## src/rtl/io_debounce_regs_pkg.sv

```systemverilog
// Shared definitions for the switch-debounce / LED register block.
//
// Holds the register address map seen by the SPI slave, the 2-bit LED mode
// encoding and two small helpers: a counter-width function and the LED
// drive decode that turns a mode plus blink phases into a pin level.
package io_debounce_regs_pkg;

    // Register address map
    localparam logic [15:0] ADDR_IO_STATUS   = 16'h0000;
    localparam logic [15:0] ADDR_IO_EVENT    = 16'h0004;
    localparam logic [15:0] ADDR_IO_LED_CTRL = 16'h0008;
    localparam logic [15:0] ADDR_IO_IRQ_MASK = 16'h000C;

    // LED mode encoding, two bits per LED
    typedef enum logic [1:0] {
        LED_OFF  = 2'b00,
        LED_ON   = 2'b01,
        LED_SLOW = 2'b10,
        LED_FAST = 2'b11
    } led_mode_e;

    // Bits needed to hold the values 0..max_val; never returns less than 1
    // so a degenerate parameter cannot produce a zero-width vector.
    function automatic int cnt_width(input int max_val);
        int w;
        w = $clog2(max_val + 1);
        return (w < 1) ? 1 : w;
    endfunction

    // Pin level for one LED given its mode and the shared blink phases.
    function automatic logic led_drive(input led_mode_e mode,
                                       input logic slow_phase,
                                       input logic fast_phase);
        logic lvl;
        case (mode)
            LED_OFF:  lvl = 1'b0;
            LED_ON:   lvl = 1'b1;
            LED_SLOW: lvl = slow_phase;
            LED_FAST: lvl = fast_phase;
            default:  lvl = 1'b0;
        endcase
        return lvl;
    endfunction

endpackage

```

## src/rtl/io_debounce_regs_deb_chan.sv

```systemverilog
// One switch channel: 2-flop synchroniser followed by a debounce counter.
//
// Ports:
//   clk_100m  in   system clock
//   rst_syn   in   synchronous active-high reset
//   sw        in   raw asynchronous switch level
//   stable    out  debounced level (registered)
//   change    out  high in the cycle 'stable' is being updated, i.e. it is
//                  asserted combinationally on the same edge that flips
//                  'stable', so the parent can set its event flag on that edge
//
// The counter runs while the synchronised level differs from 'stable'.
// Once it has counted DEB_CYCLES mismatching cycles, the next mismatching
// cycle accepts the new level and clears the count. Any cycle where the
// synchronised level agrees with 'stable' clears the count, so a glitch
// shorter than DEB_CYCLES never gets through.
module deb_chan
    import io_debounce_regs_pkg::*;
#(
    parameter int DEB_CYCLES = 100000
) (
    input  logic clk_100m,
    input  logic rst_syn,
    input  logic sw,
    output logic stable,
    output logic change
);

    localparam int CNT_W = cnt_width(DEB_CYCLES);

    logic             sync_p0;
    logic             sync_p1;
    logic [CNT_W-1:0] cnt;
    logic             mismatch;
    logic             accept;

    assign mismatch = (sync_p1 != stable);
    assign accept   = mismatch && (cnt == CNT_W'(DEB_CYCLES));
    assign change   = accept;

    // Synchroniser stages then debounce counter / stable level
    always_ff @(posedge clk_100m) begin
        if (rst_syn) begin
            sync_p0 <= 1'b0;
            sync_p1 <= 1'b0;
            cnt     <= '0;
            stable  <= 1'b0;
        end else begin
            sync_p0 <= sw;
            sync_p1 <= sync_p0;
            if (!mismatch) begin
                cnt <= '0;
            end else if (accept) begin
                stable <= sync_p1;
                cnt    <= '0;
            end else begin
                cnt <= cnt + CNT_W'(1);
            end
        end
    end

endmodule

```

## src/rtl/io_debounce_regs.sv

```systemverilog
// Debounced switch inputs and blinking LED outputs behind a small register
// file written from an SPI slave.
//
// Ports:
//   clk_100m       in   system clock (only clock)
//   rst_syn        in   synchronous active-high reset
//   data_mosi      in   32-bit write data, valid with data_mosi_rdy
//   data_mosi_rdy  in   one-cycle write strobe
//   addr           in   16-bit register address, valid with data_mosi_rdy
//   sw_in          in   N_IN raw asynchronous switch inputs
//   led_out        out  N_LED registered LED drive
//   status_reg     out  debounced switch levels, zero-extended
//   event_reg      out  sticky change flags (write-one-to-clear)
//   led_ctrl_reg   out  2-bit mode per LED, LED i in bits [2i+1:2i]
//   irq_mask_reg   out  interrupt enables, zero-extended
//   irq            out  registered OR of (event & mask)
module io_debounce_regs
    import io_debounce_regs_pkg::*;
#(
    parameter int N_IN       = 8,
    parameter int N_LED      = 8,
    parameter int DEB_CYCLES = 100000,
    parameter int BLINK_DIV  = 25000000
) (
    input  logic              clk_100m,
    input  logic              rst_syn,
    input  logic [31:0]       data_mosi,
    input  logic              data_mosi_rdy,
    input  logic [15:0]       addr,
    input  logic [N_IN-1:0]   sw_in,
    output logic [N_LED-1:0]  led_out,
    output logic [31:0]       status_reg,
    output logic [31:0]       event_reg,
    output logic [31:0]       led_ctrl_reg,
    output logic [31:0]       irq_mask_reg,
    output logic              irq
);

    // One tick per quarter of the slow half period; the fast phase toggles
    // on each tick and the slow phase on every fourth, so both stay aligned.
    localparam int TICK_DIV = BLINK_DIV / 4;
    localparam int PRE_W    = cnt_width(TICK_DIV - 1);

    logic [N_IN-1:0]    stable_vec;
    logic [N_IN-1:0]    change_vec;
    logic [N_IN-1:0]    event_q;
    logic [N_IN-1:0]    mask_q;
    logic [2*N_LED-1:0] led_ctrl_q;

    logic [PRE_W-1:0]   pre_cnt;
    logic               tick;
    logic [1:0]         tick_cnt;
    logic               fast_phase;
    logic               slow_phase;
    logic [N_LED-1:0]   led_next;

    logic               wr_event;
    logic               wr_mask;
    logic               wr_led;
    logic [N_IN-1:0]    event_clr;
    logic               unused_wdata;

    // Per-channel synchroniser and debounce
    for (genvar g = 0; g < N_IN; g++) begin : g_chan
        deb_chan #(
            .DEB_CYCLES (DEB_CYCLES)
        ) u_deb_chan (
            .clk_100m (clk_100m),
            .rst_syn  (rst_syn),
            .sw       (sw_in[g]),
            .stable   (stable_vec[g]),
            .change   (change_vec[g])
        );
    end

    // Write decode; STATUS and any unlisted address fall through untouched
    assign wr_event  = data_mosi_rdy && (addr == ADDR_IO_EVENT);
    assign wr_mask   = data_mosi_rdy && (addr == ADDR_IO_IRQ_MASK);
    assign wr_led    = data_mosi_rdy && (addr == ADDR_IO_LED_CTRL);
    assign event_clr = wr_event ? data_mosi[N_IN-1:0] : '0;

    // Bits of the write bus above the implemented register widths are
    // intentionally ignored.
    assign unused_wdata = ^data_mosi;

    // Register file; a new change is ORed in after the clear so it wins
    always_ff @(posedge clk_100m) begin
        if (rst_syn) begin
            event_q    <= '0;
            mask_q     <= '0;
            led_ctrl_q <= '0;
            irq        <= 1'b0;
        end else begin
            event_q <= (event_q & ~event_clr) | change_vec;
            if (wr_mask) begin
                mask_q <= data_mosi[N_IN-1:0];
            end
            if (wr_led) begin
                led_ctrl_q <= data_mosi[2*N_LED-1:0];
            end
            irq <= |(event_q & mask_q);
        end
    end

    // Blink prescaler and phases
    assign tick = (pre_cnt == PRE_W'(TICK_DIV - 1));

    always_ff @(posedge clk_100m) begin
        if (rst_syn) begin
            pre_cnt    <= '0;
            tick_cnt   <= 2'd0;
            fast_phase <= 1'b0;
            slow_phase <= 1'b0;
        end else if (tick) begin
            pre_cnt    <= '0;
            tick_cnt   <= tick_cnt + 2'd1;
            fast_phase <= ~fast_phase;
            if (tick_cnt == 2'd3) begin
                slow_phase <= ~slow_phase;
            end
        end else begin
            pre_cnt <= pre_cnt + PRE_W'(1);
        end
    end

    // LED drive decode and output register
    always_comb begin
        led_next = '0;
        for (int i = 0; i < N_LED; i++) begin
            led_next[i] = led_drive(led_mode_e'(led_ctrl_q[2*i +: 2]),
                                    slow_phase, fast_phase);
        end
    end

    always_ff @(posedge clk_100m) begin
        if (rst_syn) begin
            led_out <= '0;
        end else begin
            led_out <= led_next;
        end
    end

    assign status_reg   = 32'(stable_vec);
    assign event_reg    = 32'(event_q);
    assign led_ctrl_reg = 32'(led_ctrl_q);
    assign irq_mask_reg = 32'(mask_q);

endmodule

```

## config.mk

```make
export PLATFORM = sky130hd
export DESIGN_NAME = io_debounce_regs
export DESIGN_NICKNAME = d
export VERILOG_FILES = /design/src/rtl/io_debounce_regs_pkg.sv /design/src/rtl/io_debounce_regs_deb_chan.sv /design/src/rtl/io_debounce_regs.sv
export SDC_FILE = /design/constraint.sdc
export NUM_CORES = 1
export LEC_CHECK = 0
export CAP_MARGIN = 10
export CORE_ASPECT_RATIO = 0.8
export CORE_MARGIN = 2
export CORE_UTILIZATION = 55
export DETAILED_ROUTE_END_ITERATION = 8
export PLACE_DENSITY_LB_ADDON = 0.3
export SYNTH_ARGS = -nofsm -noshare
export SYNTH_HDL_FRONTEND = slang
export SYNTH_SLANG_ARGS = --single-unit
```

## constraint.sdc

```tcl
create_clock -name clk_100m -period 4.25 [get_ports clk_100m]
set_clock_uncertainty 0.2 [all_clocks]
set_input_delay 0.85 -clock clk_100m [delete_from_list [all_inputs] [get_ports clk_100m]]
set_output_delay 0.85 -clock clk_100m [all_outputs]
set_load 0.02 [all_outputs]
```

; ---- Word level (Yosys, flattened, before mapping)
; Cells that the tools add are included.
[word_totals]
out_inout_bits = 137
register_bits = 228
input_bits = 59
elab_cells = 157
[op_classes]
bitwise = 14
n_addsub = 10
reduce_logical = 38
eq_ne = 45
muxes = 9
[ops]
columns = cell, count
row1 = "adder 17 x 1 -> 17 bit, second input constant", 8
row2 = "== test 17 bit, second input constant", 8
row3 = "== test 2 bit, second input constant", 17
row4 = "== test 16 x 4 -> 1 bit, second input constant", 2
row5 = one-hot mux 1 bit (4 select lines), 8
row6 = OR reduction 3 bit, 8
row7 = "adder 23 x 1 -> 23 bit, second input constant", 1
row8 = "== test 23 bit, second input constant", 1
row9 = AND reduction 2 bit, 9
row10 = bitwise AND 8 bit, 2
row11 = "== test 16 x 3 -> 1 bit, second input constant", 1
row12 = "== test 2 x 1 -> 1 bit, second input constant", 8
row13 = zero test 2 bit, 8
row14 = logical AND 1 bit, 11
row15 = inverter 1 bit, 10
row16 = two-way mux 8 bit, 1
row17 = inequality test 1 bit, 8
row18 = inverter 8 bit, 1
row19 = bitwise OR 8 bit, 1
row20 = OR reduction 8 bit, 1
row21 = "adder 2 x 1 -> 2 bit, second input constant", 1
row22 = OR reduction 2 bit, 1

; ---- Longest topological paths before layout
; Gate-level depths: netlist (run 1).
[depth]
ltp_word = 6
ltp_mapped = 8

; ---- Modules after synthesis
; From an unflattened synthesis (run 1), not the netlist that was laid out.
[hier_totals]
hier_cells = 1281
hier_area_um2 = 11038.1
[by_module_without_submodules]
columns = module, seq_area_each_um2, n_inst, area_per_inst_um2, cells_per_inst
row1 = deb_chan, 400.4, 8, 937.1, 106
row2 = io_debounce_regs, 1361.3, 1, 3540.9, 433

; ---- Worst setup path after synthesis (run 1)
; Ideal clock, no wire load.
[synth_timing]
path_kind = input to register
from = input port addr[11]
to = register led_ctrl_q[10]
setup_ns = 0.070
arrival_time_ns = 2.343
cell_stages = 5
slack_ns = 1.636
n_path_buf = 1
path_cell_list = or4_1 -> nor3_1 -> clkbuf_1 -> nand3_1 -> a21oi_1
[synth_between]
elab_chain_cells = 2
[synth_lines]
columns = item, line
row1 = from (decl), io_debounce_regs.sv:29  ; input logic [15:0] addr,
row2 = == test 16 x 4 -> 1 bit, io_debounce_regs.sv:79  ; assign wr_led = data_mosi_rdy && (addr == ADDR_IO_LED_CTRL);
row3 = logical AND 1 bit, io_debounce_regs.sv:79
row4 = to (signal assigned), io_debounce_regs.sv:99  ; led_ctrl_q <= data_mosi[2*N_LED-1:0];
row5 = to (decl), io_debounce_regs.sv:48  ; logic [2*N_LED-1:0] led_ctrl_q;
; Every way passes these cells.
; A chain may end at the register's enable or synchronous reset.

; ---- Worst setup path in the final report (run 1)
[layout_timing]
from = input port addr[11]
to = register event_q[1]
[layout_between]
elab_chain_cells = 6
[layout_lines]
columns = item, line
row1 = == test 16 x 3 -> 1 bit, io_debounce_regs.sv:77  ; assign wr_event = data_mosi_rdy && (addr == ADDR_IO_EVENT);
row2 = logical AND 1 bit, io_debounce_regs.sv:77
row3 = two-way mux 8 bit, io_debounce_regs.sv:80  ; assign event_clr = wr_event ? data_mosi[N_IN-1:0] : '0;
row4 = inverter 8 bit, io_debounce_regs.sv:94  ; event_q <= (event_q & ~event_clr) | change_vec;
row5 = bitwise AND 8 bit, io_debounce_regs.sv:94
row6 = bitwise OR 8 bit, io_debounce_regs.sv:94
row7 = to (signal assigned), io_debounce_regs.sv:94
row8 = to (decl), io_debounce_regs.sv:46  ; logic [N_IN-1:0] event_q;
; Every way passes these cells.

==> results.yml, run 1 <==
synth:
  ys_warn_count: 0
  synthXorXnorAreaFrac_pct: 8.80
  synth-compound-area-share_pct: 8.72
  synthAdderAreaFrac_pct: 2.11
  async_flop_share_pct: 0
  synthFlopType: "dfxtp_1"
  avgSynthCellArea_sq_um: 8.62
  synth-seq-area-share_pct: 42.9
  yosys.area_share.simple_pct: 26.7
  synth_area_sq_um: 10700
  yosys_register_bits: 228
  synth_mux_area_share_pct: 0.752
  synth_top_family_by_area: "simple AND/OR/NAND/NOR gates"
  synth_edf_count: 0
  synth_cell_type_count: 43
  synth_cells: 1235
setup_path:
  critical_path.slowest_cell: "nand3_1"
  cp_num_buf_inv: 1
  cp.arrival_ns: 2.89
  crit_family: "simple AND/OR/NAND/NOR gates"
  cp-end-kind: "flop"
  max_stage_delay_ns: 0.55
  crit_type: "primary input to flop"
  crit_fanout: 16
  startpoint_type: "primary input"
  crit_chain: "clkdlybuf4s50_1, nor4_1, nand3_1, nor4b_1, o21ai_0"
  worst_ep_required_time_ns: 4.43
floorplan:
  die-area_sq_um: 20500
  core_sq_um: 19000
  start_util_pct: 56.1
  fp-row-count: 45
  boundaryPins: 196
  dieHeight_um: 128
  die_w_um: 160
clock_network:
  worst_skew_pair.late_latency_ns: 0.52
  htreeDepth: 1
  cts_made_buffers: 24
  cts.sinks: 228
  cts_hold_buf: 0
  post_cts_buffers: 0
  cts_buffer_depth: 3
  cts_root_buffer: "clkbuf_16"
  path_clk_slew_ns: 0.06
  cts_resized: 0
  cts_tree: "built"
finish:
  fin_cells: 1581
  antenna_cells: 0
  n_fill_cell: 1654
  nNetsFinal: 1383
  final_layout_size_suffix_gt1_share_pct: 4.38
  final_common_cell: "dfxtp_1"
  final_cell_mix: "dfxtp_1 (228), nor2_1 (131), clkdlybuf4s50_1 (90), conb_1 (88), a21oi_1 (78)"
  area_growth_pct: 14.3
  design_area_sq_um: 12200
grt:
  grt.overflow.total: 0
  antenna_found_initial: 0
  grt_usage_pct: 21.6
  grt_max_degree: 41
  grt_pass1_wl_mm: 37.7
  grt_pass1_vias: 7857
status:
  outcome: "completed"
timing:
  relSlewSlack_pct: 44.4
  final.setup.tns_ns: 0
  min_period_ns: 2.71
  rsz0062_at_grt: "no"
  setup_viol: 0
  maxSlewViolCount: 0
  hold_viol: 0
  worstMarginPinSlew_ns: 0.833
  min_period_over_period_pct: 63.8
  fmax_ghz: 0.369
drt:
  drt_iter0_drc: 620
  vias_per_cell: 5.43
  ant_nets: 0
  drc_errors: 0
  routedWlPerCell_um: 14.5
  detail_route.wirelength_mm: 22.9
  vias: 8577
  first_pass_iters: 5
hold_path:
  hp-class: "flop to flop"
placement:
  numPlacedInstances: 1538
  place_hpwl_mm: 15.7
  dpl_cell_area_sq_um: 11400
  place_congestion: 0.842
  port_buffers: 91
run:
  cap_violations: 0
power:
  powerDensity_nw_per_um2: 365
  peakVddDrop_uv: 288
  leakagePower_nw: 4.07
==> worst paths after layout <==
check | cells after the start | start | to | slack [ns]
worst max-delay path | 5 | addr[11] | event_q[1]$_SDFF_PP0_ | 1.54
worst min-delay path | 1 | g_chan[6].u_deb_chan.sync_p0$_SDFF_PP0_ | g_chan[6].u_deb_chan.sync_p1$_SDFF_PP0_ | 0.22
worst max register to register | 6 | g_chan[1].u_deb_chan.cnt[0]$_SDFF_PP0_ | g_chan[1].u_deb_chan.cnt[5]$_SDFF_PP0_ | 1.66
worst min register to register | 1 | g_chan[6].u_deb_chan.sync_p0$_SDFF_PP0_ | g_chan[6].u_deb_chan.sync_p1$_SDFF_PP0_ | 0.22
==> registers in the layout (all words and copies together), names as in the netlist <==
name and flops:
g_chan.u_deb_chan.sync_p0 8, g_chan.u_deb_chan.stable 8, slow_phase 1, fast_phase 1
led_ctrl_q 16, event_q 8, mask_q 8, g_chan.u_deb_chan.sync_p1 8
g_chan.u_deb_chan.cnt 136, led_out 8, pre_cnt 23, irq 1
tick_cnt 2
==> cell families (layout without fill, tap and decap cells) <==
family,Yosys count,count (layout)
AO/OA/AOI/OAI,170,170
XOR/XNOR,107,107
adder cells (fa/ha/maj),18,18
buffers and inverters,187,188
flip-flops,228,228
multiplexers,8,8
other,1,88
AND/OR/NAND/NOR,516,516
==> power by group <==
| group | internal, mW | switching [mW] | leakage [nW] |
|---|---|---|---|
| Combinational | 0.0493 | 0.118 | 1.83 |
| Sequential | 2.15 | 0.00776 | 1.84 |
| Clock | 1.26 | 0.861 | 0.403 |
==> synth_stat cells (15+ instances only) <==
cell        n  area (sq um)
a21oi_1    78           390
nor4_1     21           131
nor2b_1    16           100
nand4_1    56           350
o31ai_1    15           113
dfxtp_1   228          4560
nor2_1    131           492
buf_4      96           721
inv_1      49           184
and3_1     26           163
o21ai_0    64           320
nand3_1    74           370
nand2_1    58           218
ha_1       18           225
xnor2_1    44           385
xor2_1     63           552
clkbuf_1   37           139
or3_1      31           194
or4_1      19           143
==> cell type report <==
class / instances / area [sq um] / area share [%]
sequential: 228 / 4560 / 37.5
clock inverter: 12 / 116 / 0.956
timing repair buffer: 96 / 943 / 7.75
inverter: 49 / 184 / 1.51
tap: 258 / 323 / 2.65
multi-input combinational: 907 / 5350 / 44.0
clock buffer: 31 / 688 / 5.65
==> routing by layer <==
metal	vias to the layer above	global-route usage (%)	routed length, um
met4	0	6.68	607
met1	4039	29.3	10800
met5	-	0	0
met2	201	35.7	10400
li1	4297	-	-
met3	40	3.48	1180
==> through the flow <==
step / setup slack, ns / power, mW / hold slack [ns] / util, %
after floorplan: 1.64 / 2.37 / 0.214 / -
after global placement: 1.10 / 2.37 / 0.218 / 59.9
after detailed placement: 1.03 / 2.37 / 0.226 / 59.9
after CTS: 1.54 / 4.47 / 0.236 / 64.1
after global routing: 1.33 / 4.58 / 0.250 / 64.1
final: 1.54 / 4.45 / 0.222 / 64.1
(Power assumes the default switching activity.)
==> run 2: changes to the inputs <==
--- a/config.mk
+++ b/config.mk
@@ -8,7 +8,7 @@
 export CAP_MARGIN = 10
 export CORE_ASPECT_RATIO = 0.8
 export CORE_MARGIN = 2
-export CORE_UTILIZATION = 55
+export CORE_UTILIZATION = 53
 export DETAILED_ROUTE_END_ITERATION = 8
 export PLACE_DENSITY_LB_ADDON = 0.3
 export SYNTH_ARGS = -nofsm -noshare
==> constraint.sdc (replaced) <==
create_clock -name clk_100m -period 2.6 [get_ports clk_100m]
set_clock_uncertainty 0.2 [all_clocks]
set_input_delay 0.52 -clock clk_100m [delete_from_list [all_inputs] [get_ports clk_100m]]
set_output_delay 0.52 -clock clk_100m [all_outputs]
set_load 0.02 [all_outputs]
==> results.yml, run 2 (synthesized netlist as in run 1, its figures left out) <==
finish:
  antenna_cells: 0
  reg.largest.list: "g_chan.u_deb_chan.cnt: 136 flops, pre_cnt: 23 flops, led_ctrl_q: 16 flops"
  area_growth_pct: 15.6
  nNetsFinal: 1393
  fin_cells: 1597
  largest_reg_flops: 136
  final_layout_size_suffix_gt1_share_pct: 4.88
  final_cell_mix: "dfxtp_1 (228), nor2_1 (131), clkdlybuf4s50_1 (90), conb_1 (88), a21oi_1 (78)"
  n_fill_cell: 1711
  final_common_cell: "dfxtp_1"
  largest-register: "g_chan.u_deb_chan.cnt"
hold_path:
  hold_depth: 1
  hold-path-endpoint: "g_chan[2].u_deb_chan.sync_p1$_SDFF_PP0_"
  min_from: "g_chan[2].u_deb_chan.sync_p0$_SDFF_PP0_"
  hp-class: "flop to flop"
clock_network:
  cts_hold_buf: 0
  htreeDepth: 1
  cts_made_buffers: 24
  path_clk_slew_ns: 0.06
  cts_tree: "built"
  post_cts_buffers: 0
  cts.sinks: 228
  worst_skew_pair.late_latency_ns: 0.51
  cts_resized: 0
  cts_buffer_depth: 3
  cts_root_buffer: "clkbuf_16"
setup_path:
  crit_start: "pre_cnt[13]$_SDFF_PP0_"
  startpoint_type: "flop"
  worst_ep_required_time_ns: 2.84
  worst_r2r_startpoint: "pre_cnt[13]$_SDFF_PP0_"
  rrSetupSlack_ns: 0.18
  r2r_end: "slow_phase$_SDFFE_PP0P_"
  cp.arrival_ns: 2.66
  cp-end-kind: "flop"
  crit_type: "flop to flop"
  crit_fanout: 7
  r2r_cells: 4
drt:
  vias_per_cell: 5.40
  detail_route.wirelength_mm: 23.1
  ant_nets: 0
  routedWlPerCell_um: 14.5
  vias: 8626
  drt_iter0_drc: 713
  drc_errors: 0
  first_pass_iters: 6
floorplan:
  die_w_um: 162
  boundaryPins: 196
  dieHeight_um: 131
  start_util_pct: 53.9
  fp-row-count: 46
  die-area_sq_um: 21300
  core_sq_um: 19700
timing:
  min_period_ns: 2.42
  min_period_over_period_pct: 93.1
  maxSlewViolCount: 0
  setup_viol: 0
  hold_viol: 0
  rsz0062_at_grt: "no"
  relSlewSlack_pct: 56.3
  worstMarginPinSlew_ns: 0.656
  fmax_ghz: 0.413
grt:
  grt_pass1_wl_mm: 37.7
  antenna_found_initial: 0
  grt.overflow.total: 0
  grt_pass1_vias: 7875
  grt_usage_pct: 21.3
  grt_max_degree: 33
power:
  peakVddDrop_uv: 383
  total_power_mw: 7.42
  powerDensity_nw_per_um2: 603
  leakagePower_nw: 4.14
placement:
  place_congestion: 0.876
  port_buffers: 91
  numPlacedInstances: 1554
  place_hpwl_mm: 16.0
run:
  cap_violations: 0
status:
  outcome: "completed"
-- run 2: final cells by class --
| class | instances | area, sq um | area share, % |
|---|---|---|---|
| Tap cell | 264 | 330 | 2.68 |
| Multi-Input combinational cell | 907 | 5350 | 43.5 |
| Clock inverter | 10 | 150 | 1.22 |
| Inverter | 49 | 184 | 1.49 |
| Timing Repair Buffer | 106 | 1040 | 8.48 |
| Sequential cell | 228 | 4560 | 37.1 |
| Clock buffer | 33 | 686 | 5.57 |
-- run 2: per-stage QoR --
| step | instance area, sq um | util, % | setup WS [ns] | TNS, ns | hold slack [ns] |
|---|---|---|---|---|---|
| 2_1_floorplan | 11000 | - | 0.211 | 0 | 0.214 |
| 3_3_place_gp | 11500 | 58.1 | -0.0488 | -0.130 | 0.215 |
| 3_5_place_dp | 11500 | 58.1 | -0.138 | -1.08 | 0.224 |
| 4_1_cts | 12300 | 62.4 | 0.188 | 0 | 0.239 |
| 5_1_grt | 12300 | 62.4 | 0.0815 | 0 | 0.262 |
| 6_report | 12300 | 62.4 | 0.181 | 0 | 0.234 |
-- run 2: where the power goes --
| group | switching, mW | internal [mW] |
|---|---|---|
| Combinational | 0.198 | 0.0892 |
| Sequential | 0.0123 | 3.51 |
| Clock | 1.38 | 2.23 |
-- run 2: worst max-delay path, cell delays in order, from the launching register on --
cell,delay (ns)
dfxtp_1,0.36
or4_4,0.52
or4_1,0.62
or4_1,0.50
a21oi_1,0.15
-- run 2: worst max-delay path by stage --
stage	endpoint	slack, ns	cells past startpoint
after global placement	event_q[0]$_SDFF_PP0_	-0.05	5
after floorplan	g_chan[1].u_deb_chan.cnt[10]$_SDFF_PP0_	0.21	8
after CTS	slow_phase$_SDFFE_PP0P_	0.19	4
after detailed placement	event_q[0]$_SDFF_PP0_	-0.14	5
final	slow_phase$_SDFFE_PP0P_	0.18	4
after global routing	slow_phase$_SDFFE_PP0P_	0.08	4
-- run 2: routing by layer --
layer / global-route usage (%) / wire length, um / vias up / part of all wire [%]
li1: - / - / 4314 / -
met4: 5.57 / 418 / 0 / 1.8
met1: 28.9 / 10900 / 4104 / 47
met5: 0 / 0 / - / 0
met3: 3.85 / 1120 / 29 / 4.8
met2: 35.3 / 10600 / 179 / 46
